--- src/rtl/duty_meter_pkg.sv ---
// rtl/duty_meter_pkg.sv - shared state encoding, count width and saturating increment for duty_meter
package duty_meter_pkg;

    localparam int CNT_W = 32;

    typedef enum logic [1:0] {
        IDLE = 2'd0,
        ARM  = 2'd1,
        MEAS = 2'd2,
        DONE = 2'd3
    } state_t;

    function automatic logic [CNT_W-1:0] sat_inc(input logic [CNT_W-1:0] v);
        return (&v) ? v : v + CNT_W'(1);
    endfunction

endpackage

--- src/rtl/sig_edge_sync.sv ---
// rtl/sig_edge_sync.sv - two-flop synchroniser plus history flop; single-cycle rise strobe
module sig_edge_sync (
    input  logic clk,
    input  logic reset,
    input  logic sig,
    output logic rise
);

    logic s1, s2, s3;

    always_ff @(posedge clk or negedge reset) begin
        if (!reset) begin
            s1 <= 1'b0;
            s2 <= 1'b0;
            s3 <= 1'b0;
        end else begin
            s1 <= sig;
            s2 <= s1;
            s3 <= s2;
        end
    end

    assign rise = s2 & ~s3;

endmodule

--- src/rtl/duty_meter.sv ---
// rtl/duty_meter.sv - gated period / high-time / edge-count measurement of an asynchronous signal
module duty_meter
    import duty_meter_pkg::*;
#(
    parameter int unsigned GATE_CYCLES    = 50000000,
    parameter int unsigned TIMEOUT_CYCLES = 100000000
) (
    input  logic             clk,
    input  logic             reset,
    input  logic             sig,
    input  logic [CNT_W-1:0] high_cnt,
    input  logic             start,
    input  logic             ack,
    output logic             busy,
    output logic             valid,
    output logic             timeout,
    output logic [CNT_W-1:0] period_ticks,
    output logic [CNT_W-1:0] high_ticks,
    output logic [CNT_W-1:0] edges
);

    // timer holds (cycles elapsed - 1), so thresholds compare against N-1
    localparam logic [CNT_W-1:0] GATE_LAST    = CNT_W'(GATE_CYCLES - 1);
    localparam logic [CNT_W-1:0] TIMEOUT_LAST = CNT_W'(TIMEOUT_CYCLES - 1);

    state_t           state;
    logic             rise;
    logic             close;
    logic             abort;
    logic [CNT_W-1:0] timer;
    logic [CNT_W-1:0] edge_cnt;
    logic [CNT_W-1:0] h0;

    sig_edge_sync u_sync (
        .clk   (clk),
        .reset (reset),
        .sig   (sig),
        .rise  (rise)
    );

    assign close = (state == MEAS) && rise && (timer >= GATE_LAST);
    assign abort = ((state == ARM && !rise) || (state == MEAS && !close))
                   && (timer >= TIMEOUT_LAST);

    always_ff @(posedge clk or negedge reset) begin
        if (!reset) begin
            state    <= IDLE;
            timer    <= '0;
            edge_cnt <= '0;
            h0       <= '0;
            busy     <= 1'b0;
            valid    <= 1'b0;
        end else begin
            case (state)
                IDLE: begin
                    if (start) begin
                        state <= ARM;
                        timer <= '0;
                        busy  <= 1'b1;
                    end
                end
                ARM: begin
                    if (rise) begin
                        state    <= MEAS;
                        h0       <= high_cnt;
                        timer    <= '0;
                        edge_cnt <= '0;
                    end else if (abort) begin
                        state <= DONE;
                        busy  <= 1'b0;
                        valid <= 1'b1;
                    end else begin
                        timer <= sat_inc(timer);
                    end
                end
                MEAS: begin
                    if (close || abort) begin
                        state <= DONE;
                        busy  <= 1'b0;
                        valid <= 1'b1;
                    end else begin
                        timer <= sat_inc(timer);
                        if (rise) edge_cnt <= sat_inc(edge_cnt);
                    end
                end
                DONE: begin
                    if (ack) begin
                        valid <= 1'b0;
                        if (start) begin
                            state <= ARM;
                            timer <= '0;
                            busy  <= 1'b1;
                        end else begin
                            state <= IDLE;
                        end
                    end
                end
                default: state <= IDLE;
            endcase
        end
    end

    // Results load only on the cycle that enters DONE and are otherwise frozen
    always_ff @(posedge clk or negedge reset) begin
        if (!reset) begin
            period_ticks <= '0;
            high_ticks   <= '0;
            edges        <= '0;
            timeout      <= 1'b0;
        end else if (close) begin
            period_ticks <= sat_inc(timer);
            high_ticks   <= high_cnt - h0;
            edges        <= sat_inc(edge_cnt);
            timeout      <= 1'b0;
        end else if (abort) begin
            period_ticks <= '0;
            high_ticks   <= '0;
            edges        <= '0;
            timeout      <= 1'b1;
        end
    end

endmodule

--- config.mk ---
export PLATFORM = sky130hd
export DESIGN_NAME = duty_meter
export DESIGN_NICKNAME = d
export VERILOG_FILES = /design/src/rtl/duty_meter_pkg.sv /design/src/rtl/sig_edge_sync.sv /design/src/rtl/duty_meter.sv
export SDC_FILE = /design/constraint.sdc
export NUM_CORES = 1
export LEC_CHECK = 0
export ABC_AREA = 1
export BUFFER_PORTS_ARGS = -buffer_cell sky130_fd_sc_hd__buf_2
export CAP_MARGIN = 10
export CORE_UTILIZATION = 65
export CTS_BUF_LIST = sky130_fd_sc_hd__clkbuf_4 sky130_fd_sc_hd__clkbuf_8
export DETAILED_ROUTE_END_ITERATION = 10
export HOLD_SLACK_MARGIN = 0.1
export PLACE_DENSITY = 0.88
export SYNTH_ARGS = -nofsm -noshare
export SYNTH_HDL_FRONTEND = slang
export SYNTH_SLANG_ARGS = --single-unit
--- constraint.sdc ---
create_clock -name clk -period 3.51 [get_ports clk]
set_input_delay 0.351 -clock clk [delete_from_list [all_inputs] [get_ports clk]]
set_output_delay 0.351 -clock clk [all_outputs]
set_load 0.005 [all_outputs]
---- Word level (Yosys, flattened, before mapping) ----
Cells that the tools add are included.
word-level totals
  output and inout port bits .............. 99
  word-level logic and storage cells ...... 89
  register bits ........................... 200
cells by class
  multiplexer cells ....................... 35
  magnitude comparators ................... 2
  bitwise gates (word level) .............. 2
  equal/unequal tests ..................... 13
  reduce and logical (&&, ||, !) cells .... 21
  $add $sub $neg .......................... 3
operator list
  kind                                                                 count
  two-way mux 32 bit                                                   14
  one-hot mux 32 bit (4 select lines)                                  1
  adder 32 x 1 -> 32 bit, second input constant                        2
  one-hot mux 32 bit (2 select lines)                                  1
  AND reduction 32 bit                                                 2
  greater-or-equal comparator 32 x 26 -> 1 bit, second input constant  1
  greater-or-equal comparator 32 x 27 -> 1 bit, second input constant  1
  subtractor 32 bit                                                    1
  inequality test 2 bit, second input constant                         7
  AND reduction 4 bit                                                  3
  two-way mux 1 bit                                                    11
  two-way mux 2 bit                                                    5
  one-hot mux 2 bit (4 select lines)                                   1
  inequality test 3 bit, second input constant                         2
  logical AND 1 bit                                                    5
  AND reduction 5 bit                                                  1
  == test 2 bit, second input constant                                 2
  one-hot mux 1 bit (4 select lines)                                   1
  nonzero test 2 bit                                                   2
  one-hot mux 1 bit (3 select lines)                                   1
  AND reduction 3 bit                                                  1
  nonzero test 3 bit                                                   1
  == test 2 x 1 -> 1 bit, second input constant                        1
  zero test 1 bit                                                      2
  other kinds (6)                                                      7

---- Depth between registers and ports, before layout ----
  depth in word-level cells ............... 11
  depth in mapped cells ................... 17

---- By module ----
Synthesis repeated with hierarchy kept, for this count alone.
unflattened totals
  cell total of the unflattened synthesis .. 1588
  area total of the unflattened synthesis .. 11731.3 um2
modules (own cells, without submodules)
  module         cells an instance  area an instance (um2)  seq. area each (um2)  instances
  duty_meter     1583               11646.2                 4929.7                1
  sig_edge_sync  5                  85.1                    75.1                  1

---- Worst setup path before layout ----
No wires, ideal clock.
  path kind ............................... input-to-reg
  start point ............................. input high_cnt[0]
  end point ............................... register high_ticks[18]
  buffers on the path ..................... 0
  slack ................................... 1.544 ns
  library setup time ...................... 0.117 ns
  arrival time ............................ 1.849 ns
  cell stages on the path ................. 14
  cell sequence ........................... inv_1 ha_1 inv_1 fa_1 nand2_1 nand2_1 o21ai_0 o21ai_0 nand2_1 nand3_1 nand2_1 nand3b_1 nand3_1 nand2_1
on the way
  cells in the longest elaborated chain, start to end .. 2
ends and longest elaborated chain
  item                  RTL line           source
  start, declared       duty_meter.sv:11   input logic [CNT_W-1:0] high_cnt,
  subtractor 32 bit     duty_meter.sv:112  high_ticks <= high_cnt - h0;
  two-way mux 32 bit    duty_meter.sv:110  end else if (close) begin
  end signal, assigned  duty_meter.sv:112
  end, declared         duty_meter.sv:18   output logic [CNT_W-1:0] high_ticks,
Every way passes these cells.
A chain may end at the register's enable or synchronous reset.

---- Final worst setup path ----
  start point ............................. register timer[1]
  end point ............................... register timer[1]
on the way
  cells in the longest elaborated chain, start to end .. 9
  elaborated cells on any way between the ends .. 20
  those cells by class .................... add/sub: 1; order compare: 2; eq/ne: 2; mux: 7; reduce/logical: 8
ends and longest elaborated chain
  item                                          RTL line          source
  start, declared                               duty_meter.sv:30  logic [CNT_W-1:0] timer;
  start signal, assigned                        duty_meter.sv:73  timer <= sat_inc(timer);
  start signal, assigned                        duty_meter.sv:82  timer <= sat_inc(timer);
  greater-or-equal comparator 32 x 26 -> 1 bit  duty_meter.sv:41  assign close = (state == MEAS) && rise && (timer >= GATE_LAST);
  logical AND 1 bit                             duty_meter.sv:41
  zero test 1 bit                               duty_meter.sv:42  assign abort = ((state == ARM && !rise) || (state == MEAS && !close))
  logical AND 1 bit                             duty_meter.sv:42
  logical OR 1 bit                              duty_meter.sv:42
  logical AND 1 bit                             duty_meter.sv:43  && (timer >= TIMEOUT_LAST);
  logical OR 1 bit                              duty_meter.sv:77  if (close || abort) begin
  inequality test 2 bit (no line)               --
  AND reduction 3 bit (no line)                 --
Parallel ways exist; a longest one is shown, timed or not. The select of a mux whose other input is x is not followed.

==> run summary <==
Weighted congestion reported at the end of routability-driven placement: 0.9538
Maximum number of pins on one net before global-route repair: 98
Required time at the endpoint of the critical path: 3.93 ns
Commonest cells after routing, fill and taps aside: 486 x sky130_fd_sc_hd__nand2_1, 200 x sky130_fd_sc_hd__dfrtp_1, 180 x sky130_fd_sc_hd__nor2_1
Initial standard-cell utilization of the core: 0.6706
Vert. Die Dim: 136.3 um
Number of warnings reported in the yosys synthesis log: 0
Post-CTS setup buffers: 0
Number of instances in the synthesized netlist: 1578
Proportion of synthesized flip-flops having asynchronous set or reset: 1.000
Count of cell types in the netlist: 42
Number of synthesized flops with an enable pin: 0
Total track usage: 0.3399
Routed wire length per instance: 15.62 um
Cell depth of the worst min-delay path: 3
Sinks on Clock Net: 200
Crit Reg-Reg Startpoint: timer[1]
Final cell count without fillers: 1938
Synth-to-Final Area Change: 9.822%
Capture point of the worst reg-to-reg path: timer[1]
Gr ovfl total: 0
Number of storage elements in the synthesis netlist: 200
Cell taking the most area after synthesis: sky130_fd_sc_hd__dfrtp_1
Post-route design area: 12870 um^2
Unrepaired setup endpoints after global routing: no
Final net count: 1777
Layout Skew: 0.01796 ns
Ant diodes: 0
Router iterations before antenna repair: 5
Total CTS buffers: 17
Run status: completed
TritonCTS clock tree: yes
Relative contribution of combinational cells to total power: 0.416
Number of antenna violations at the first check in global routing: 0
Clock latency at the later pin of the worst-skew pair: 0.49 ns
Startpoint of the lowest-slack hold path: high_cnt[29]
Share of cells above drive strength 1: 0.1191
Top post-synthesis cells by area: sky130_fd_sc_hd__dfrtp_1 43%, sky130_fd_sc_hd__nand2_1 16%, sky130_fd_sc_hd__nor2_1 5.8%, sky130_fd_sc_hd__inv_1 5.4%, sky130_fd_sc_hd__ha_1 4.0%
Max Freq: 383.5 MHz
Leading cell type in the layout, fill and taps excluded: sky130_fd_sc_hd__nand2_1
Switching share of total power: 0.4208
Clock Tree Root: sky130_fd_sc_hd__clkbuf_8
Number of nets in the synthesized netlist: 1653
Post-Syn Area: 11720 um^2
Share of total power in the clock network: 0.185
Placeable core area: 17480 um^2
Int Pwr: 4.311 mW
Power dissipated by switching net loads: 3.132 mW
Fin. max-slew vios: 0
Worst R2R Setup Slack: 0.90 ns
VDD IR-drop max: 0.5201 mV
CTS max path bufs: 2
Type of element launching the critical path: flop
IO Count: 136
Instance area at placement: 12500 um^2
Final core utilization: 0.7365
Total die area: 18570 um^2
Area share of the largest cell type after synthesis: 0.4270
Vias in the first global route: 10.22k
Critical path class: reg -> reg
Main flop type after synthesis: sky130_fd_sc_hd__dfrtp_1
Die width: 136.3 um
Site Rows: 48
Setup TNS: 0 ns
Area occupied by multi-input gates: 5742 um^2
Final critical-path required period: 2.607 ns
H-tree Lvls: 4
Areal power density over the cells: 578.3 nW/um^2
Sum of net half-perimeters after detailed placement: 22730 um
Hold path endpoint: h0[29]
Via-to-Cell Ratio: 5.522
Leakage power figure: 6.810 nW
Max Cap Viol: 0
Critical path endpoint category: flop
Final setup violation count: 0
Routed vias: 10.70k
Share of synthesized area occupied by flip-flops and latches: 0.4270
Final critical-path share of the clock period: 0.7428
IO buf count: 135
Final hold viol count: 0
Drt initial violations: 764
Count of placed standard cells including taps: 1905
Sum of routed wire length over all layers: 30270 um
Residual DRC count: 0
Worst hold-check path type: in -> reg
Least-Margin Pin Slew: 0.7808 ns
Clock-pin slew on the worst setup and hold paths: 0.10 ns
Cell count of the worst reg-to-reg path: 13
Post-Synthesis Mean Instance Area: 7.427 um^2
Register area: 5005 um^2
WP data arrival: 3.03 ns
Proportion of power drawn by flip-flops and latches: 0.399
Worst slew margin relative to its limit: 0.4795
Number of nets with antenna violations after detailed routing: 0
Critical path fanouts, max: 51
Global-route wire length before repair: 49270 um
Filler Cells Inserted: 1442
what timing repair did:
item | CTS | global route
gates resized for setup | 0 | 0
hold buffers | 3 | 0
endpoints found under the setup margin | 0 | 0
endpoints found under the hold margin | 96 | 0
cell type report:
class / instances / share of cell area
Clock buffer: 19 / 0.01934
Clock inverter: 11 / 0.007096
Inverter: 175 / 0.05172
Multi-Input combinational cell: 1157 / 0.4461
Sequential cell: 200 / 0.3888
Tap cell: 225 / 0.02187
Timing Repair Buffer: 151 / 0.06503
state kept, by name (all words and copies together) (netlist names):
signal and flops:
busy 1, edge_cnt 32, edges 32, h0 32, high_ticks 32, period_ticks 32
state 2, timeout 1, timer 32, u_sync.s1 1, u_sync.s2 1, u_sync.s3 1
valid 1
critical path: stages, from the launching register on:
cell	delay (ns)
sky130_fd_sc_hd__dfrtp_1	0.44
sky130_fd_sc_hd__ha_1	0.26
sky130_fd_sc_hd__nand2_1	0.08
sky130_fd_sc_hd__inv_1	0.07
sky130_fd_sc_hd__nand2_1	0.07
sky130_fd_sc_hd__nand2_1	0.05
sky130_fd_sc_hd__nand3_1	0.09
sky130_fd_sc_hd__nand2_1	0.06
sky130_fd_sc_hd__nand2_1	0.24
sky130_fd_sc_hd__buf_4	0.29
sky130_fd_sc_hd__nand3_4	0.16
sky130_fd_sc_hd__inv_4	0.42
sky130_fd_sc_hd__nand2_1	0.18
sky130_fd_sc_hd__o21ai_1	0.15
cell usage after synthesis, drive strengths merged, types with 2 or more instances:
cell      n
a21boi    4
a21o      7
a21oi    71
a22o     29
buf      36
clkbuf   10
dfrtp   200
ha       37
inv     174
nand2   492
nand3    89
nand3b    2
nand4    14
nor2    187
nor3     41
nor4      4
o21a      2
o21ai   102
o21bai    4
xnor2    19
xor2     44
worst max path at each step:
| stage | startpoint | end | slack (ns) | cells past startpoint |
|---|---|---|---|---|
| floorplan | high_cnt[0] | high_ticks[18] | 1.54 | 14 |
| global placement | timer[0] | timer[1] | 1.06 | 13 |
| detailed placement | u_sync.s2 | edge_cnt[26] | 0.95 | 12 |
| CTS | u_sync.s2 | edge_cnt[19] | 0.93 | 12 |
| global route | u_sync.s2 | edge_cnt[18] | 0.67 | 12 |
| finish | timer[1] | timer[1] | 0.90 | 13 |
layer usage:
metal	GRT usage	routed length, um
met2	0.5496	14380
met1	0.4606	13500
met5	0	0
met3	0.05667	1684
met4	0.1185	706
metrics by stage:
stage          setup slack, ns  power [mW]  hold slack [ns]
2_1_floorplan            1.544       5.157          0.05541
3_3_place_gp             1.063       5.971           0.3364
3_5_place_dp            0.9526       6.062           0.3420
4_1_cts                 0.9349       7.434           0.1056
5_1_grt                 0.6679       7.982           0.1209
6_report                0.9027       7.443           0.1262
power groups by stage:
| stage | clock (mW) | sequential, mW | combinational [mW] |
|---|---|---|---|
| final | 1.38 | 2.97 | 3.10 |
| after CTS | 1.40 | 2.96 | 3.08 |
| after global routing | 1.47 | 3.00 | 3.51 |
| after floorplan | 0 | 2.96 | 2.20 |
| after detailed placement | 0 | 3.00 | 3.06 |
| after global placement | 0 | 2.99 | 2.98 |
cells by family after synthesis:
group,after synthesis,synth area share
AOI/OAI and AO/OA,223,0.1096
xor gates and xnor gates,63,0.04708
DFF,200,0.4270
and+or+nand+nor,831,0.2900
buffers and inverters,221,0.08327
adders and majority gates,38,0.04121
muxes,2,0.001815
Power figures use the tool's default switching activity.
